==> config.mk <==
export PLATFORM = sky130hd
export DESIGN_NAME = pwm_die_monitor_flat
export DESIGN_NICKNAME = d
export VERILOG_FILES = /design/src/rtl/pwm_mon_pkg.sv /design/src/rtl/pwm_die_monitor_if.sv /design/src/rtl/pwm_die_monitor_edge_det.sv /design/src/rtl/pwm_die_monitor.sv /design/src/flat_wrapper.sv
export SDC_FILE = /design/constraint.sdc
export NUM_CORES = 1
export LEC_CHECK = 0
export BUFFER_PORTS_ARGS = -buffer_cell sky130_fd_sc_hd__buf_2
export CORE_MARGIN = 1.5
export CORE_UTILIZATION = 40
export CTS_BUF_LIST = sky130_fd_sc_hd__clkbuf_16
export DETAILED_ROUTE_END_ITERATION = 6
export PLACE_DENSITY = 0.72
export RECOVER_POWER = 50
export SLEW_MARGIN = 0
export SYNTH_ARGS = -nofsm -noshare
export SYNTH_HDL_FRONTEND = slang
export SYNTH_HIERARCHICAL = 1
export SYNTH_SLANG_ARGS = --single-unit
==> constraint.sdc <==
create_clock -name io_clk -period 2.1 [get_ports io_clk]
set_input_delay 0.315 -clock io_clk [delete_from_list [all_inputs] [get_ports io_clk]]
set_output_delay 0.315 -clock io_clk [all_outputs]
set_load 0.01 [all_outputs]
==> src/rtl/pwm_mon_pkg.sv <==
// Shared types and helpers for the PWM dead-time monitor.
// Holds the FSM state encoding, default counter width and saturation limit.
package pwm_mon_pkg;

    localparam int DEF_WIDTH = 32;

    typedef enum logic [1:0] {
        ST_IDLE    = 2'd0,
        ST_A_ON    = 2'd1,
        ST_DEAD_AB = 2'd2,
        ST_B_ON    = 2'd3
    } state_e;

    function automatic logic [63:0] sat_limit(input int unsigned w);
        if (w >= 64)
            return '1;
        return (64'd1 << w) - 64'd1;
    endfunction

endpackage

==> src/rtl/pwm_die_monitor_if.sv <==
// Result bus of the PWM dead-time monitor: measurements and sticky flags.
// The monitor drives it through master; consumers read it through slave.
interface pwm_die_monitor_if #(
    parameter int W = 32
);
    logic         meas_valid;
    logic [W-1:0] width_a;
    logic [W-1:0] dead_ab;
    logic [W-1:0] width_b;
    logic         err_overlap;
    logic         err_order;
    logic         err_dead_short;
    logic         err_timeout;

    modport master (
        output meas_valid, width_a, dead_ab, width_b,
        output err_overlap, err_order, err_dead_short, err_timeout
    );

    modport slave (
        input meas_valid, width_a, dead_ab, width_b,
        input err_overlap, err_order, err_dead_short, err_timeout
    );
endinterface

==> src/rtl/pwm_die_monitor_edge_det.sv <==
// Per-channel front end: registers the pin, normalizes it against the idle
// level and compares with a delayed copy to produce act/rise/fall.
module pwm_edge_det (
    input  logic clk_i,
    input  logic rst_i,
    input  logic level_i,
    input  logic def_level_i,
    output logic act_o,
    output logic rise_o,
    output logic fall_o
);

    logic act_q;
    logic dly_q;

    always_ff @(posedge clk_i) begin
        if (rst_i) begin
            act_q <= 1'b0;
            dly_q <= 1'b0;
        end else begin
            act_q <= level_i ^ def_level_i;
            dly_q <= act_q;
        end
    end

    assign act_o  = act_q;
    assign rise_o = act_q & ~dly_q;
    assign fall_o = ~act_q & dly_q;

endmodule

==> src/rtl/pwm_die_monitor.sv <==
// Receive-side checker for a complementary dead-time PWM pair (A, B).
// Optional watchdog enabled by defining PWM_MON_TIMEOUT_EN.
module pwm_die_monitor
    import pwm_mon_pkg::*;
#(
    parameter int          _RAM_WIDTH     = DEF_WIDTH,
    parameter int unsigned TIMEOUT_CYCLES = 1000000
) (
    input  logic                  io_clk,
    input  logic                  io_rst,
    input  logic                  io_en,
    input  logic                  io_defaultLevel,
    input  logic                  io_pulseIn_a,
    input  logic                  io_pulseIn_b,
    input  logic [_RAM_WIDTH-1:0] die_min,
    input  logic                  err_clr,
    pwm_die_monitor_if.master     mon
);

    localparam logic [_RAM_WIDTH-1:0] CNT_MAX =
        _RAM_WIDTH'(sat_limit(_RAM_WIDTH));

    logic a_act, a_rise, a_fall;
    logic b_act, b_rise, b_fall;

    pwm_edge_det u_edge_a (
        .clk_i       (io_clk),
        .rst_i       (io_rst),
        .level_i     (io_pulseIn_a),
        .def_level_i (io_defaultLevel),
        .act_o       (a_act),
        .rise_o      (a_rise),
        .fall_o      (a_fall)
    );

    pwm_edge_det u_edge_b (
        .clk_i       (io_clk),
        .rst_i       (io_rst),
        .level_i     (io_pulseIn_b),
        .def_level_i (io_defaultLevel),
        .act_o       (b_act),
        .rise_o      (b_rise),
        .fall_o      (b_fall)
    );

    state_e                  state_q, state_d;
    logic [_RAM_WIDTH-1:0]   cnt_q, cnt_d, cnt_inc;
    logic [_RAM_WIDTH-1:0]   wa_r_q, wa_r_d;
    logic [_RAM_WIDTH-1:0]   dd_r_q, dd_r_d;
    logic [_RAM_WIDTH-1:0]   wa_q, dd_q, wb_q;
    logic                    valid_q;
    logic                    ovl_q, ord_q, short_q;
    logic                    done, set_ovl, set_ord, set_short, set_to;

`ifdef PWM_MON_TIMEOUT_EN
    logic [31:0] wd_q, wd_d;
    logic        to_q;
`endif

    assign cnt_inc = (cnt_q == CNT_MAX) ? cnt_q : cnt_q + 1'b1;

    always_comb begin
        state_d   = state_q;
        cnt_d     = cnt_q;
        wa_r_d    = wa_r_q;
        dd_r_d    = dd_r_q;
        done      = 1'b0;
        set_ovl   = 1'b0;
        set_ord   = 1'b0;
        set_short = 1'b0;
        set_to    = 1'b0;
        if (!io_en) begin
            state_d = ST_IDLE;
        end else if (a_act && b_act) begin
            set_ovl = 1'b1;
            state_d = ST_IDLE;
        end else begin
            unique case (state_q)
                ST_IDLE: begin
                    if (a_rise) begin
                        state_d = ST_A_ON;
                        cnt_d   = 1;
                    end else if (b_rise) begin
                        set_ord = 1'b1;
                    end
                end
                ST_A_ON: begin
                    if (b_rise) begin
                        set_ord = 1'b1;
                        state_d = ST_IDLE;
                    end else if (a_fall) begin
                        wa_r_d  = cnt_q;
                        state_d = ST_DEAD_AB;
                        cnt_d   = 1;
                    end else begin
                        cnt_d = cnt_inc;
                    end
                end
                ST_DEAD_AB: begin
                    if (b_rise) begin
                        dd_r_d  = cnt_q;
                        state_d = ST_B_ON;
                        cnt_d   = 1;
                    end else if (a_rise) begin
                        set_ord = 1'b1;
                        state_d = ST_A_ON;
                        cnt_d   = 1;
                    end else begin
                        cnt_d = cnt_inc;
                    end
                end
                ST_B_ON: begin
                    if (b_fall) begin
                        done      = 1'b1;
                        set_short = (dd_r_q < die_min);
                        // A may already be starting the next period
                        state_d   = a_rise ? ST_A_ON : ST_IDLE;
                        cnt_d     = 1;
                    end else begin
                        cnt_d = cnt_inc;
                    end
                end
                default: state_d = ST_IDLE;
            endcase
`ifdef PWM_MON_TIMEOUT_EN
            if (state_q != ST_IDLE && state_d == state_q &&
                wd_q == TIMEOUT_CYCLES - 1) begin
                set_to  = 1'b1;
                state_d = ST_IDLE;
            end
`endif
        end
    end

`ifdef PWM_MON_TIMEOUT_EN
    always_comb begin
        wd_d = wd_q + 32'd1;
        if (state_q == ST_IDLE || state_d != state_q)
            wd_d = '0;
    end
`endif

    always_ff @(posedge io_clk) begin
        if (io_rst) begin
            state_q <= ST_IDLE;
            cnt_q   <= '0;
            wa_r_q  <= '0;
            dd_r_q  <= '0;
            wa_q    <= '0;
            dd_q    <= '0;
            wb_q    <= '0;
            valid_q <= 1'b0;
            ovl_q   <= 1'b0;
            ord_q   <= 1'b0;
            short_q <= 1'b0;
        end else begin
            state_q <= state_d;
            cnt_q   <= cnt_d;
            wa_r_q  <= wa_r_d;
            dd_r_q  <= dd_r_d;
            valid_q <= done;
            if (done) begin
                wa_q <= wa_r_q;
                dd_q <= dd_r_q;
                wb_q <= cnt_q;
            end
            ovl_q   <= set_ovl   | (ovl_q   & ~err_clr);
            ord_q   <= set_ord   | (ord_q   & ~err_clr);
            short_q <= set_short | (short_q & ~err_clr);
        end
    end

`ifdef PWM_MON_TIMEOUT_EN
    always_ff @(posedge io_clk) begin
        if (io_rst) begin
            wd_q <= '0;
            to_q <= 1'b0;
        end else begin
            wd_q <= wd_d;
            to_q <= set_to | (to_q & ~err_clr);
        end
    end
    assign mon.err_timeout = to_q;
`else
    assign mon.err_timeout = set_to;
`endif

    assign mon.meas_valid     = valid_q;
    assign mon.width_a        = wa_q;
    assign mon.dead_ab        = dd_q;
    assign mon.width_b        = wb_q;
    assign mon.err_overlap    = ovl_q;
    assign mon.err_order      = ord_q;
    assign mon.err_dead_short = short_q;

endmodule

==> src/flat_wrapper.sv <==
// flat-port wrapper written by rule: the top's interface ports become plain ports
module pwm_die_monitor_flat import pwm_mon_pkg::*;
#(
    parameter int          _RAM_WIDTH     = DEF_WIDTH,
    parameter int unsigned TIMEOUT_CYCLES = 1000000
)
  (io_clk, io_rst, io_en, io_defaultLevel, io_pulseIn_a, io_pulseIn_b, die_min, err_clr, mon_meas_valid, mon_width_a, mon_dead_ab, mon_width_b, mon_err_overlap, mon_err_order, mon_err_dead_short, mon_err_timeout);
  pwm_die_monitor_if #(.W(32)) mon_i ();
  input  logic io_clk;
  input  logic io_rst;
  input  logic io_en;
  input  logic io_defaultLevel;
  input  logic io_pulseIn_a;
  input  logic io_pulseIn_b;
  input  logic [_RAM_WIDTH-1:0] die_min;
  input  logic err_clr;
  output wire logic [$bits(mon_i.meas_valid)-1:0] mon_meas_valid;
  output wire logic [$bits(mon_i.width_a)-1:0] mon_width_a;
  output wire logic [$bits(mon_i.dead_ab)-1:0] mon_dead_ab;
  output wire logic [$bits(mon_i.width_b)-1:0] mon_width_b;
  output wire logic [$bits(mon_i.err_overlap)-1:0] mon_err_overlap;
  output wire logic [$bits(mon_i.err_order)-1:0] mon_err_order;
  output wire logic [$bits(mon_i.err_dead_short)-1:0] mon_err_dead_short;
  output wire logic [$bits(mon_i.err_timeout)-1:0] mon_err_timeout;
  assign mon_meas_valid = mon_i.meas_valid;
  assign mon_width_a = mon_i.width_a;
  assign mon_dead_ab = mon_i.dead_ab;
  assign mon_width_b = mon_i.width_b;
  assign mon_err_overlap = mon_i.err_overlap;
  assign mon_err_order = mon_i.err_order;
  assign mon_err_dead_short = mon_i.err_dead_short;
  assign mon_err_timeout = mon_i.err_timeout;
  pwm_die_monitor #(._RAM_WIDTH(_RAM_WIDTH), .TIMEOUT_CYCLES(TIMEOUT_CYCLES)) u_core (.io_clk(io_clk), .io_rst(io_rst), .io_en(io_en), .io_defaultLevel(io_defaultLevel), .io_pulseIn_a(io_pulseIn_a), .io_pulseIn_b(io_pulseIn_b), .die_min(die_min), .err_clr(err_clr), .mon(mon_i));
endmodule
==> flow_metrics.tcl <==
set metrics [dict create \
    outcome "complete, no violations" \
    io_pins 140 \
    area_growth_pct 20.6 \
    grt_antenna_before_repair 0 \
    dieArea_sq_um 22100 \
    die_h_um 149 \
    post_drt_via_cell_ratio 5.13 \
    drt_wl_total_um 22500 \
    relSlewSlack_pct 60.6 \
    setup_ws_ns 0.113 \
    min_period_over_period_pct 94.6 \
    yosysTopAreaCell "dfxtp_1" \
    fin_area_sq_um 10200 \
    clk_pin_slew_ns 0.06 \
    synthArstFlopShare_pct 0 \
    worstMarginPinSlew_ns 0.586 \
    slew_violations 0 \
    drtAntennaViolNets 0 \
    fin_nets 1303 \
    synth-seq-cells 202 \
    setup_viol_count_final 0 \
    seqCellArea_sq_um 4040 \
    multi_input_comb_area_sq_um 3960 \
    ctsHoldBuffers 0 \
    cp-end-kind "register" \
    routedWlPerCell_um 14.8 \
    drive_gt1_share_pct 11.7 \
    r2r_end "u_core/cnt_q[1]" \
    cts_htree_levels 1 \
    drc 0 \
    cts_tree "yes" \
    clkLatencyLatePin_ns 0.49 \
    synth_top_area_share_pct 47.7 \
    synth_most_common_cell "nand2_1" \
    crit_path_max_incr_delay_ns 0.39 \
    p_leak_uw 0.00364 \
    n_antenna_cell 0 \
    routabilityCongestion 0.884 \
    cp_max_fo 6 \
    numClockSinks 202 \
    io_buffers 138 \
    dpl-instance-area_sq_um 9690 \
    hp-class "in2reg" \
    hold_violations 0 \
    fin_skew_ns 0.00689 \
    syn_inst 1084 \
    root_buffer "clkbuf_16" \
    ys_warn_count 6 \
    period_needed_ns 1.99 \
    final_util_pct 49.0 \
    first_iter_violations 427 \
    cts_buffers 21 \
    pre_cts_slack_ns 0.0232 \
    synthFlopType "dfxtp_1" \
    ys_types 57 \
    netlist_area_sq_um 8490 \
    rrSetupSlack_ns 0.11 \
    synth_edf_count 0 \
    arrival_ns 2.41 \
    grt_pass1_vias 7130 \
    grt_max_degree 59 \
    clk_path_buf_depth 3 \
    hpwl_um 15700 \
    row_count 53 \
    rr_worst_depth 7 \
    criticalPathCategory "reg2reg" \
    ys_top_cells_by_area "dfxtp_1 (48%), nand2_1 (15%), a21oi_1 (12%)" \
    grt_pass1_wl_um 35400 \
    vdd_drop_max_v 0.000513 \
    coreArea_sq_um 20900 \
    power_uw 7520 \
    ys_seq_area_share_pct 47.7 \
    synth_common_cells "nand2_1 (338), dfxtp_1 (202), a21oi_1 (198), clkbuf_1 (56), inv_1 (39)" \
    grt_overflow 0 \
    avgSynthCellArea_sq_um 7.83 \
    via_count 7791 \
    required_ns 2.52 \
    fmax_ghz 0.503 \
    die_x_um 149 \
    slowest_stage "dfxtp_1" \
    crit_start "u_core/u_edge_b/act_o" \
    nFillCells 2090 \
    critPathLaunchType "register" \
    critical_path.cell_chain "nor2b_1, nor2b_2, o31a_1, buf_4, a21oi_1, nand2_1, o21ai_1" \
    cap_violations 0 \
    syn_nets 1155 \
    power_density_nw_per_um2 735 \
    endpoint "u_core/cnt_q[1]" \
    start_util_pct 40.6 \
    grt_use_total_pct 19.6 \
    rr_startpoint "u_core/u_edge_b/act_o" \
    firstDrtPassIters 5 \
]
## timing repair
| action | CTS | global route |
|---|---|---|
| gates resized for setup | 0 | 11 |
| endpoints found under the setup margin | 0 | 23 |
| setup buffers | 0 | 4 |
## cell type report
type                       count  area share (%)
timing repair buffer         208            11.1
clock buffer                  21            5.14
clock inverter                14           0.770
tap                          275            3.36
multi-input combinational    760            38.7
sequential                   202            39.5
inverter                      39            1.43
## cells in the final DEF, fill, tap and decap left out, drive strengths merged, types with 15 or more instances in the layout
cell type  count
clkbuf       122
nand2        338
nor2          19
a21oi        198
or3           17
buf          107
nand4         17
nand3         15
inv           46
dfxtp        202
ha            32
o21ai         26
## critical path, delay by kind of cell, from the launching register on
family	cells	cell delay, ns
AND/OR/NAND/NOR	3	0.51
flip-flops	1	0.39
AO/OA/AOI/OAI	3	0.82
buffers and inverters	1	0.20
## registers in the layout, indices dropped and copies added, names as in the netlist
name / cells
u_core/state_q: 2
u_core/dd_r_q: 32
u_core/mon.err_order: 1
u_core/mon.err_overlap: 1
u_core/mon.dead_ab: 32
u_core/wa_r_q: 32
u_core/mon.meas_valid: 1
u_core/u_edge_a/act_o: 1
u_core/mon.width_b: 32
u_core/u_edge_b/act_o: 1
u_core/u_edge_a/dly_q: 1
u_core/mon.err_dead_short: 1
u_core/mon.width_a: 32
u_core/u_edge_b/dly_q: 1
u_core/cnt_q: 32
## per-stage QoR
stage	TNS [ns]	std cells	hold slack, ns
after floorplan	0	1084	0.387
after global placement	0	1480	0.440
after detailed placement	0	1480	0.443
after CTS	0	1515	0.101
after global routing	-0.191	1519	0.125
final	0	1519	0.115
## worst min-delay path by stage
stage | start | to | slack (ns) | cells after the start
floorplan | io_rst | u_core/u_edge_a/dly_q | 0.39 | 1
global placement | u_core/mon.dead_ab[29] | u_core/mon.dead_ab[29] | 0.44 | 2
detailed placement | u_core/mon.dead_ab[28] | u_core/mon.dead_ab[28] | 0.44 | 2
CTS | io_en | u_core/mon.err_overlap | 0.10 | 3
global route | io_en | u_core/mon.err_overlap | 0.12 | 3
finish | io_en | u_core/mon.err_overlap | 0.12 | 3
## where the power goes
group          leakage, uW  switching, uW  total (uW)  internal (uW)
Sequential         0.00163           7.51        3850           3840
Clock             0.000320           1470        3390           1920
Combinational      0.00169            172         280            108
Total              0.00364           1650        7520           5860
## logic make-up (layout without fill, tap and decap cells)
| kind of cell | Yosys count | in the layout | synth area share (%) |
|---|---|---|---|
| and+or+nand+nor | 455 | 455 | 23.3 |
| xor gates and xnor gates | 8 | 8 | 0.826 |
| DFF | 202 | 202 | 47.7 |
| AOI/OAI and AO/OA | 263 | 263 | 17.3 |
| muxes | 1 | 1 | 0.118 |
| other | 1 | 1 | 0.0442 |
| adders and majority gates | 32 | 32 | 4.72 |
| buffers and inverters | 122 | 282 | 6.07 |
## routing by layer
layer,routed length [um],vias up,GRT usage [%]
met2,10900,192,33.3
met1,9930,3624,25.3
met3,1020,53,2.73
li1,-,3922,-
met5,0,-,0
met4,703,0,7.52
Note: power is estimated with default switching activity, not from simulation.
